File: config.mk
export PLATFORM = sky130hd
export DESIGN_NAME = tipi_pi_link_seq
export DESIGN_NICKNAME = d
export VERILOG_FILES = /design/src/rtl/tipi_pi_link_seq_pkg.sv /design/src/rtl/tipi_pi_link_seq_sync_edge.sv /design/src/rtl/tipi_pi_link_seq.sv
export SDC_FILE = /design/constraint.sdc
export NUM_CORES = 1
export LEC_CHECK = 0
export BUFFER_PORTS_ARGS = -buffer_cell sky130_fd_sc_hd__buf_2
export CORE_MARGIN = 8
export CORE_UTILIZATION = 44
export CTS_CLUSTER_DIAMETER = 60
export DETAILED_ROUTE_END_ITERATION = 10
export SETUP_SLACK_MARGIN = 0.5
export SYNTH_ARGS = -nofsm -noshare
export SYNTH_HDL_FRONTEND = slang
export SYNTH_SLANG_ARGS = --single-unit
File: constraint.sdc
create_clock -name ti_ph3 -period 2 [get_ports ti_ph3]
set_input_delay 0.2 -clock ti_ph3 [delete_from_list [all_inputs] [get_ports ti_ph3]]
set_output_delay 0.2 -clock ti_ph3 [all_outputs]
set_load 0.005 [all_outputs]
File: src/rtl/tipi_pi_link_seq_pkg.sv
// Shared types for the Pi-side link sequencer: FSM state encoding and sticky error bit positions.
// No logic; imported by the sequencer top.
package tipi_pi_link_seq_pkg;

  typedef enum logic [1:0] {
    ST_IDLE = 2'd0,
    ST_RX   = 2'd1,
    ST_TX   = 2'd2
  } state_t;

  localparam int ERR_W       = 3;
  localparam int ERR_OVERRUN = 0;
  localparam int ERR_SHORT   = 1;
  localparam int ERR_RTABORT = 2;

endpackage

File: src/rtl/tipi_pi_link_seq_sync_edge.sv
// Purpose: multi-flop synchronizer for one async Pi pin, with synced level and edge pulses.
// Latency: level valid SYNC_STAGES cycles after the pin; rise/fall pulse in the same cycle as the level change.
// Backpressure: none; pulses are single-cycle and are masked while en is low.
module tipi_pi_link_seq_sync_edge #(
  parameter int SYNC_STAGES = 2
) (
  input  logic clk,
  input  logic rst_n,
  input  logic en,
  input  logic pin,
  output logic level,
  output logic rise,
  output logic fall
);

  logic [SYNC_STAGES-1:0] sync_q;
  logic                   prev_q;

  always_ff @(posedge clk) begin
    if (!rst_n) begin
      sync_q <= '0;
      prev_q <= 1'b0;
    end else begin
      sync_q <= {sync_q[SYNC_STAGES-2:0], pin};
      prev_q <= sync_q[SYNC_STAGES-1];
    end
  end

  // Edges come only from flop outputs, so the pulses are glitch-free.
  assign level = sync_q[SYNC_STAGES-1];
  assign rise  = en &  level & ~prev_q;
  assign fall  = en & ~level &  prev_q;

endmodule

File: src/rtl/tipi_pi_link_seq.sv
// Purpose: sequences Pi link strobes into one-cycle load/shift/latch pulses and tracks sticky errors.
// Latency: strobes appear SYNC_STAGES+1 ti_ph3 cycles after the Pi pin edge.
// Backpressure: none; the Pi must respect minimum pulse widths, and excess bits are flagged.
module tipi_pi_link_seq #(
  parameter int SYNC_STAGES = 2,
  parameter int XFER_BITS   = 8,
  parameter int CNT_W       = 4
) (
  input  logic       ti_ph3,
  input  logic       ti_reset_n,
  input  logic       r_clk,
  input  logic       r_le,
  input  logic       r_rt,
  input  logic       r_dc,
  input  logic       err_clr,
  output logic       so_load,
  output logic       so_sel,
  output logic       so_shift,
  output logic       si_shift,
  output logic       rd_le,
  output logic       rc_le,
  output logic       busy,
  output logic       xfer_done,
  output logic [2:0] err
);
  import tipi_pi_link_seq_pkg::*;

  localparam int SUP_W = $clog2(SYNC_STAGES + 2);

  logic [SUP_W-1:0] sup_cnt_q;
  logic             edge_en;

  logic clk_lvl, clk_e, clk_fall;
  logic le_lvl, le_e, le_fall;
  logic rt_lvl, rt_rise, rt_fall, rt_t;
  logic dc_lvl, dc_rise, dc_fall;
  logic unused_sig;

  state_t           state_q, state_nxt;
  logic [CNT_W-1:0] cnt_q, cnt_nxt;
  logic [ERR_W-1:0] err_q, err_set;
  logic             cnt_full, cnt_last;

  logic load_nxt, sel_nxt, so_shift_nxt, si_shift_nxt, rd_le_nxt, rc_le_nxt, done_nxt;

  // Hold off edge detection until the sync chains reflect the real pin levels.
  assign edge_en = (sup_cnt_q == SUP_W'(SYNC_STAGES + 1));

  always_ff @(posedge ti_ph3) begin
    if (!ti_reset_n) begin
      sup_cnt_q <= '0;
    end else if (!edge_en) begin
      sup_cnt_q <= sup_cnt_q + SUP_W'(1);
    end
  end

  tipi_pi_link_seq_sync_edge #(.SYNC_STAGES(SYNC_STAGES)) u_sync_clk (
    .clk(ti_ph3), .rst_n(ti_reset_n), .en(edge_en), .pin(r_clk),
    .level(clk_lvl), .rise(clk_e), .fall(clk_fall)
  );
  tipi_pi_link_seq_sync_edge #(.SYNC_STAGES(SYNC_STAGES)) u_sync_le (
    .clk(ti_ph3), .rst_n(ti_reset_n), .en(edge_en), .pin(r_le),
    .level(le_lvl), .rise(le_e), .fall(le_fall)
  );
  tipi_pi_link_seq_sync_edge #(.SYNC_STAGES(SYNC_STAGES)) u_sync_rt (
    .clk(ti_ph3), .rst_n(ti_reset_n), .en(edge_en), .pin(r_rt),
    .level(rt_lvl), .rise(rt_rise), .fall(rt_fall)
  );
  tipi_pi_link_seq_sync_edge #(.SYNC_STAGES(SYNC_STAGES)) u_sync_dc (
    .clk(ti_ph3), .rst_n(ti_reset_n), .en(edge_en), .pin(r_dc),
    .level(dc_lvl), .rise(dc_rise), .fall(dc_fall)
  );

  assign rt_t       = rt_rise | rt_fall;
  assign unused_sig = &{1'b0, clk_lvl, clk_fall, le_lvl, le_fall, dc_rise, dc_fall};

  assign cnt_full = (cnt_q == CNT_W'(XFER_BITS));
  assign cnt_last = (cnt_q == CNT_W'(XFER_BITS - 1));

  always_ff @(posedge ti_ph3) begin
    if (!ti_reset_n) begin
      state_q   <= ST_IDLE;
      cnt_q     <= '0;
      err_q     <= '0;
      so_load   <= 1'b0;
      so_sel    <= 1'b0;
      so_shift  <= 1'b0;
      si_shift  <= 1'b0;
      rd_le     <= 1'b0;
      rc_le     <= 1'b0;
      xfer_done <= 1'b0;
    end else begin
      state_q   <= state_nxt;
      cnt_q     <= cnt_nxt;
      // A new error outranks a clear arriving in the same cycle.
      err_q     <= (err_q & ~{ERR_W{err_clr}}) | err_set;
      so_load   <= load_nxt;
      so_sel    <= sel_nxt;
      so_shift  <= so_shift_nxt;
      si_shift  <= si_shift_nxt;
      rd_le     <= rd_le_nxt;
      rc_le     <= rc_le_nxt;
      xfer_done <= done_nxt;
    end
  end

  always_comb begin
    state_nxt = state_q;
    cnt_nxt   = cnt_q;
    err_set   = '0;
    case (state_q)
      ST_IDLE: begin
        if (le_e) begin
          err_set[ERR_OVERRUN] = clk_e;
          if (rt_lvl) begin
            state_nxt = ST_TX;
            cnt_nxt   = '0;
          end else begin
            err_set[ERR_SHORT] = 1'b1;
          end
        end else if (clk_e && !rt_lvl) begin
          state_nxt = ST_RX;
          cnt_nxt   = CNT_W'(1);
        end
      end
      ST_RX: begin
        if (rt_t) begin
          state_nxt            = ST_IDLE;
          cnt_nxt              = '0;
          err_set[ERR_RTABORT] = 1'b1;
        end else if (le_e) begin
          err_set[ERR_OVERRUN] = clk_e;
          err_set[ERR_SHORT]   = !cnt_full;
          state_nxt            = ST_IDLE;
          cnt_nxt              = '0;
        end else if (clk_e) begin
          if (cnt_full) begin
            err_set[ERR_OVERRUN] = 1'b1;
          end else begin
            cnt_nxt = cnt_q + CNT_W'(1);
          end
        end
      end
      ST_TX: begin
        if (rt_t) begin
          state_nxt            = ST_IDLE;
          cnt_nxt              = '0;
          err_set[ERR_RTABORT] = 1'b1;
        end else if (le_e) begin
          err_set[ERR_OVERRUN] = clk_e;
          cnt_nxt              = '0;
        end else if (clk_e) begin
          if (cnt_last) begin
            state_nxt = ST_IDLE;
            cnt_nxt   = '0;
          end else begin
            cnt_nxt = cnt_q + CNT_W'(1);
          end
        end
      end
      default: begin
        state_nxt = ST_IDLE;
        cnt_nxt   = '0;
      end
    endcase
  end

  always_comb begin
    load_nxt     = 1'b0;
    sel_nxt      = so_sel;
    so_shift_nxt = 1'b0;
    si_shift_nxt = 1'b0;
    rd_le_nxt    = 1'b0;
    rc_le_nxt    = 1'b0;
    done_nxt     = 1'b0;
    case (state_q)
      ST_IDLE: begin
        if (le_e) begin
          if (rt_lvl) begin
            load_nxt = 1'b1;
            sel_nxt  = dc_lvl;
          end
        end else if (clk_e && !rt_lvl) begin
          si_shift_nxt = 1'b1;
        end
      end
      ST_RX: begin
        if (!rt_t) begin
          if (le_e) begin
            rd_le_nxt = cnt_full & ~dc_lvl;
            rc_le_nxt = cnt_full &  dc_lvl;
            done_nxt  = cnt_full;
          end else if (clk_e) begin
            si_shift_nxt = 1'b1;
          end
        end
      end
      ST_TX: begin
        if (!rt_t) begin
          if (le_e) begin
            load_nxt = 1'b1;
            sel_nxt  = dc_lvl;
          end else if (clk_e) begin
            so_shift_nxt = 1'b1;
            done_nxt     = cnt_last;
          end
        end
      end
      default: ;
    endcase
  end

  assign busy = (state_q != ST_IDLE);
  assign err  = err_q;

endmodule

==> After elaboration in Yosys (flattened, before gate mapping) <==
Index checks and enable logic that the tools add are counted.
{ "word_totals": {"word_cells": 129, "register_bits": 29, "output_inout_bits": 11} }
{ "classes": {"n_eq_ne": 18, "n_bitwise": 22, "n_addsub": 2, "n_reduce_logical": 12, "muxes": 57} }
{ "ops": {"columns": ["op", "n"], "rows": [
  ["2-to-1 mux 4 bit", 11],
  ["2-to-1 mux 1 bit", 27],
  ["2-to-1 mux 2 bit", 11],
  ["!= test 3 bit, second input constant", 5],
  ["!= test 4 bit, second input constant", 3],
  ["case mux 4 bit (3 select lines)", 1],
  ["AND 1 bit", 10],
  ["case mux 1 bit (2 select lines)", 5],
  ["AND reduction 5 bit", 2],
  ["inverter 1 bit", 8],
  ["!= test 2 bit, second input constant", 3],
  ["case mux 2 bit (3 select lines)", 1],
  ["AND reduction 6 bit", 1],
  ["adder 4 x 1 -> 4 bit, second input constant", 1],
  ["== test 2 bit, second input constant", 2],
  ["== test 4 x 3 -> 1 bit, second input constant", 1],
  ["== test 4 bit, second input constant", 1],
  ["nonzero test 2 bit", 2],
  ["OR reduction 4 bit", 1],
  ["AND 3 bit", 1],
  ["!= test 3 x 2 -> 1 bit, second input constant", 1],
  ["inverter 3 bit", 1],
  ["OR 3 bit", 1],
  ["case mux 1 bit (3 select lines)", 1],
  ["other kinds (9)", 10]
]} }

==> Logic depth before layout (Yosys ltp) <==
{ "depth": {"depth_word": 8, "ltp_mapped": 7, "depth_no_buf": 7} }

==> Hierarchy <==
Synthesis repeated with hierarchy kept, for this count alone.
{ "unflattened": {"hier_cells": 145, "area_unflattened_um2": 1391.3} }
{ "by_module_without_submodules": {"columns": ["module", "cells_each", "instances", "area_per_inst_um2", "seq_area_each_um2"], "rows": [
  ["tipi_pi_link_seq", 113, 1, 1001.0, 360.3],
  ["tipi_pi_link_seq_sync_edge", 8, 4, 97.6, 60.1]
]} }

==> Worst setup path after synthesis <==
OpenSTA, ideal clock, no wires.
{ "synth_path": {"path_type": "reg-to-reg", "start": "register state_q[0]", "end": "register cnt_q[2]", "arrival_time_ps": 1386, "stages_incl_launch_ff": 8, "slack_ps": 544, "n_path_buf": 0, "period_less_slack_ps": 1456, "setup_ps": 70, "cell_sequence": "dfxtp_1 inv_1 ha_1 nor2_1 o22a_1 o21ai_2 nand4bb_1 a21oi_1"} }
{ "synth_via": {"elab_chain_len": 3} }
{ "synth_rtl": {"columns": ["element", "line", "source"], "rows": [
  ["start, declared", "tipi_pi_link_seq.sv:39", "state_t state_q, state_nxt;"],
  ["start signal, assigned", "tipi_pi_link_seq.sv:93", "state_q <= state_nxt;"],
  ["== test 2 x 1 -> 1 bit, or another cell as far along", "tipi_pi_link_seq.sv:111", "case (state_q)"],
  ["!= test 4 bit (no source line), or another cell as far along", null, null],
  ["AND reduction 5 bit (no source line)", null, null],
  ["end signal, assigned", "tipi_pi_link_seq.sv:94", "cnt_q <= cnt_nxt;"],
  ["end, declared", "tipi_pi_link_seq.sv:40", "logic [CNT_W-1:0] cnt_q, cnt_nxt;"]
]} }
Parallel ways exist; a longest one is shown, timed or not.
A chain may end at the register's enable or synchronous reset.

==> Worst setup path after layout <==
{ "layout_path": {"start": "register cnt_q[0]", "end": "register state_q[0]"} }
{ "layout_via": {"elab_chain_len": 3} }
{ "layout_rtl": {"columns": ["element", "line", "source"], "rows": [
  ["== test 4 x 3 -> 1 bit", "tipi_pi_link_seq.sv:78", "assign cnt_last = (cnt_q == CNT_W'(XFER_BITS - 1));"],
  ["!= test 3 bit (no source line)", null, null],
  ["AND reduction 6 bit (no source line)", null, null]
]} }
Every way passes these cells.

==> flow_summary.yaml <==
sta:
  tns_ns: 0
  finalCriticalPeriod_ns: 1.54
  maxSlewHeadroom: 0.766
  worstMarginPinSlew_ns: 0.351
  fmaxAchievable_mhz: 648
  fin_crit_sh: 0.771
  rsz0062_at_grt: "true"
  hold_viol: 0
  slew_viol_final: 0
  fin_skew_ns: 0.00371
  timing.hold.ws_ns: 0.0862
  setup_viol: 0
logic_synthesis:
  synth_cell_type_count: 38
  syn_area_um2: 1290
  ys_seq_elements: 29
  ys_warn_count: 0
  yosysSeqAreaShare: 0.450
  syn_nets: 151
  syn_inst: 137
  avgSynthCellArea_um2: 9.41
routing:
  drc: 0
  drt-initial-drc-count: 85
  ant_nets: 0
  via_count: 1112
  finalWirelength_mm: 2.87
  vias_per_cell: 5.53
  post_drt_wl_per_cell_um: 14.3
  first_pass_iters: 4
layout:
  syn2layout_area_growth_pct: 32.3
  final_util: 0.613
  fillers: 237
  drive_gt1_frac: 0.371
  layout.cells.non_filler: 201
  nNetsFinal: 184
  diodes: 0
place:
  place_congestion: 0.863
  port_buffers: 17
  dp.cells: 183
  dpl.hpwl_mm: 1.93
clock_tree:
  root_buffer: "clkbuf_4"
  cts_tree: "built"
  hold_buffers: 0
  cts.sinks: 29
  cts_buffers: 5
  htreeDepth: 2
  clk_latency_ns: 0.31
  clk_pin_slew_worst_paths_ns: 0.08
  cts.path.max_buffers: 2
outcome:
  status: "finished clean"
grt:
  grt_usage: 0.116
  antenna_found_initial: 0
  grt_pass1_vias: 1069
  grt_pass1_wl_mm: 4.75
  grt.overflow.total: 0
  grt_start_max_net_pins: 24
floorplan:
  start_util: 0.463
  dieHeight_um: 70.1
  dieArea_um2: 4920
  num_io_pins: 18
  die_x_um: 70.1
  coreArea_um2: 2780
  num_rows: 19
hold_path:
  min_path_cells: 2
  min-delay-start: "r_clk"
  worst_hold_path.endpoint: "u_sync_clk.sync_q[0]"
  hold_path.class: "primary input to flip-flop"
worst_setup_path:
  cp-start-kind: "flip-flop"
  reg2reg_slack_ns: 0.46
  reg2reg_depth: 6
  r2r_end: "state_q[0]"
  r2r-start: "cnt_q[0]"
  cp.arrival_ns: 1.77
  path_class: "flip-flop to flip-flop"
  cp_data_required_time_ns: 2.22
  cp_max_fo: 5
  end_kind: "flip-flop"
pwr:
  power.density_nw_per_um2: 866
  vdd_ir_drop_max_mv: 0.639
  finalPower_mw: 1.48
  leakage_nw: 0.717
job:
  maxCapViolCount: 0
==> layer usage <==
| metal | part of all wire | global-route usage | up-vias | wire length, µm |
|---|---|---|---|---|
| met4 | 0.019 | 0.0625 | 0 | 55 |
| met2 | 0.47 | 0.186 | 34 | 1350 |
| met5 | 0 | 0 | - | 0 |
| met3 | 0.073 | 0.0494 | 7 | 209 |
| li1 | - | - | 543 | - |
| met1 | 0.44 | 0.127 | 528 | 1250 |
==> worst max path at each step <==
stage	depth (start not counted)	from	slack (ns)	end
floorplan	7	state_q[0]	0.54	cnt_q[2]
global placement	6	sup_cnt_q[0]	0.33	cnt_q[2]
detailed placement	6	sup_cnt_q[0]	0.29	cnt_q[2]
CTS	6	sup_cnt_q[1]	0.42	cnt_q[2]
global route	6	cnt_q[0]	0.37	state_q[0]
finish	6	cnt_q[0]	0.46	state_q[0]
==> cells by family after synthesis <==
| kind of cell | Yosys count | share of synthesized area |
|---|---|---|
| simple gates | 57 | 0.237 |
| flops | 29 | 0.450 |
| compound gates | 26 | 0.158 |
| buf+inv | 12 | 0.0359 |
| fa+ha+maj | 7 | 0.0680 |
| mux | 4 | 0.0311 |
| xor+xnor | 2 | 0.0194 |
==> power breakdown <==
part           total (mW)  switching [mW]  internal, mW
logic               0.473           0.241         0.233
clock network       0.348           0.183         0.166
registers           0.655          0.0395         0.615
total                1.48           0.463          1.01
==> synthesized netlist by cell type, drive strengths merged <==
library cell,count,area share
dfxtp,29,0.45
nand2,14,0.041
and2,13,0.063
nor2,10,0.029
inv,9,0.026
a21oi,7,0.027
ha,7,0.068
nand3,5,0.019
o21ai,5,0.022
mux2i,4,0.031
nand3b,3,0.017
nor3,3,0.016
nor4,3,0.015
clkbuf,2,0.0058
o32ai,2,0.014
xor2,2,0.019
a211oi,1,0.0058
a21boi,1,0.0058
a31oi,1,0.0049
a32o,1,0.0078
a32oi,1,0.0068
and3,1,0.0049
and3b,1,0.0068
buf,1,0.0039
nand4b,1,0.0068
nand4bb,1,0.0087
nor2b,1,0.0049
o2111ai,1,0.0068
o21a,1,0.012
o221ai,1,0.0068
o22a,1,0.0068
o2bb2ai,1,0.0068
o311ai,1,0.013
o41ai,1,0.013
or2,1,0.0049
==> state kept, by name (all words and copies together) (netlist names) <==
signal and cells:
u_sync_le.prev_q 1, rd_le 1, u_sync_clk.prev_q 1, err 3
rc_le 1, u_sync_rt.sync_q 2, sup_cnt_q 2, xfer_done 1
state_q 2, so_shift 1, so_load 1, u_sync_rt.prev_q 1
cnt_q 4, so_sel 1, u_sync_le.sync_q 2, u_sync_clk.sync_q 2
u_sync_dc.sync_q 2, si_shift 1
==> timing repair <==
item | 4_1_cts | 5_1_grt
pin swaps | 9 | 7
endpoints found under the hold margin | 0 | 0
endpoints found under the setup margin | 12 | 12
gates resized for setup | 17 | 18
setup buffers | 6 | 5
==> critical path, cell delays in order (launching register included) <==
cell and delay [ns]:
dfxtp_2 0.39, ha_2 0.21, nand3b_1 0.12, or2_1 0.25
o21ai_2 0.13, nand3_2 0.13, mux2i_1 0.22
==> layout by cell type, fill, tap and decap left out, types with 2 or more instances in the layout <==
| cell type | count |
|---|---|
| and2_1 | 12 |
| clkbuf_4 | 5 |
| buf_4 | 8 |
| nand2_1 | 14 |
| buf_6 | 3 |
| nor2_1 | 9 |
| inv_2 | 2 |
| nor4_1 | 3 |
| a21oi_1 | 6 |
| ha_1 | 2 |
| buf_2 | 17 |
| dfxtp_2 | 5 |
| mux2i_1 | 4 |
| o32ai_1 | 2 |
| inv_1 | 7 |
| dfxtp_1 | 23 |
| nand3_1 | 4 |
| ha_4 | 4 |
| o21ai_1 | 3 |
| nand3b_1 | 3 |
==> layout make-up <==
| class | instances | area, µm² | share of cell area |
|---|---|---|---|
| well taps | 31 | 38.8 | 0.0227 |
| clock buffers | 7 | 55.1 | 0.0323 |
| repair buffers | 29 | 199 | 0.117 |
| flip-flops and latches | 29 | 591 | 0.346 |
| multi-input cells | 96 | 788 | 0.462 |
| inverters | 9 | 33.8 | 0.0198 |
==> metrics by stage <==
stage                     setup WS, ns  area, µm²
final                            0.458       1710
after global routing             0.366       1710
after CTS                        0.419       1580
after detailed placement         0.289       1410
after global placement           0.335       1410
after floorplan                  0.544       1290
No activity file was read; power rests on OpenSTA's default activity.
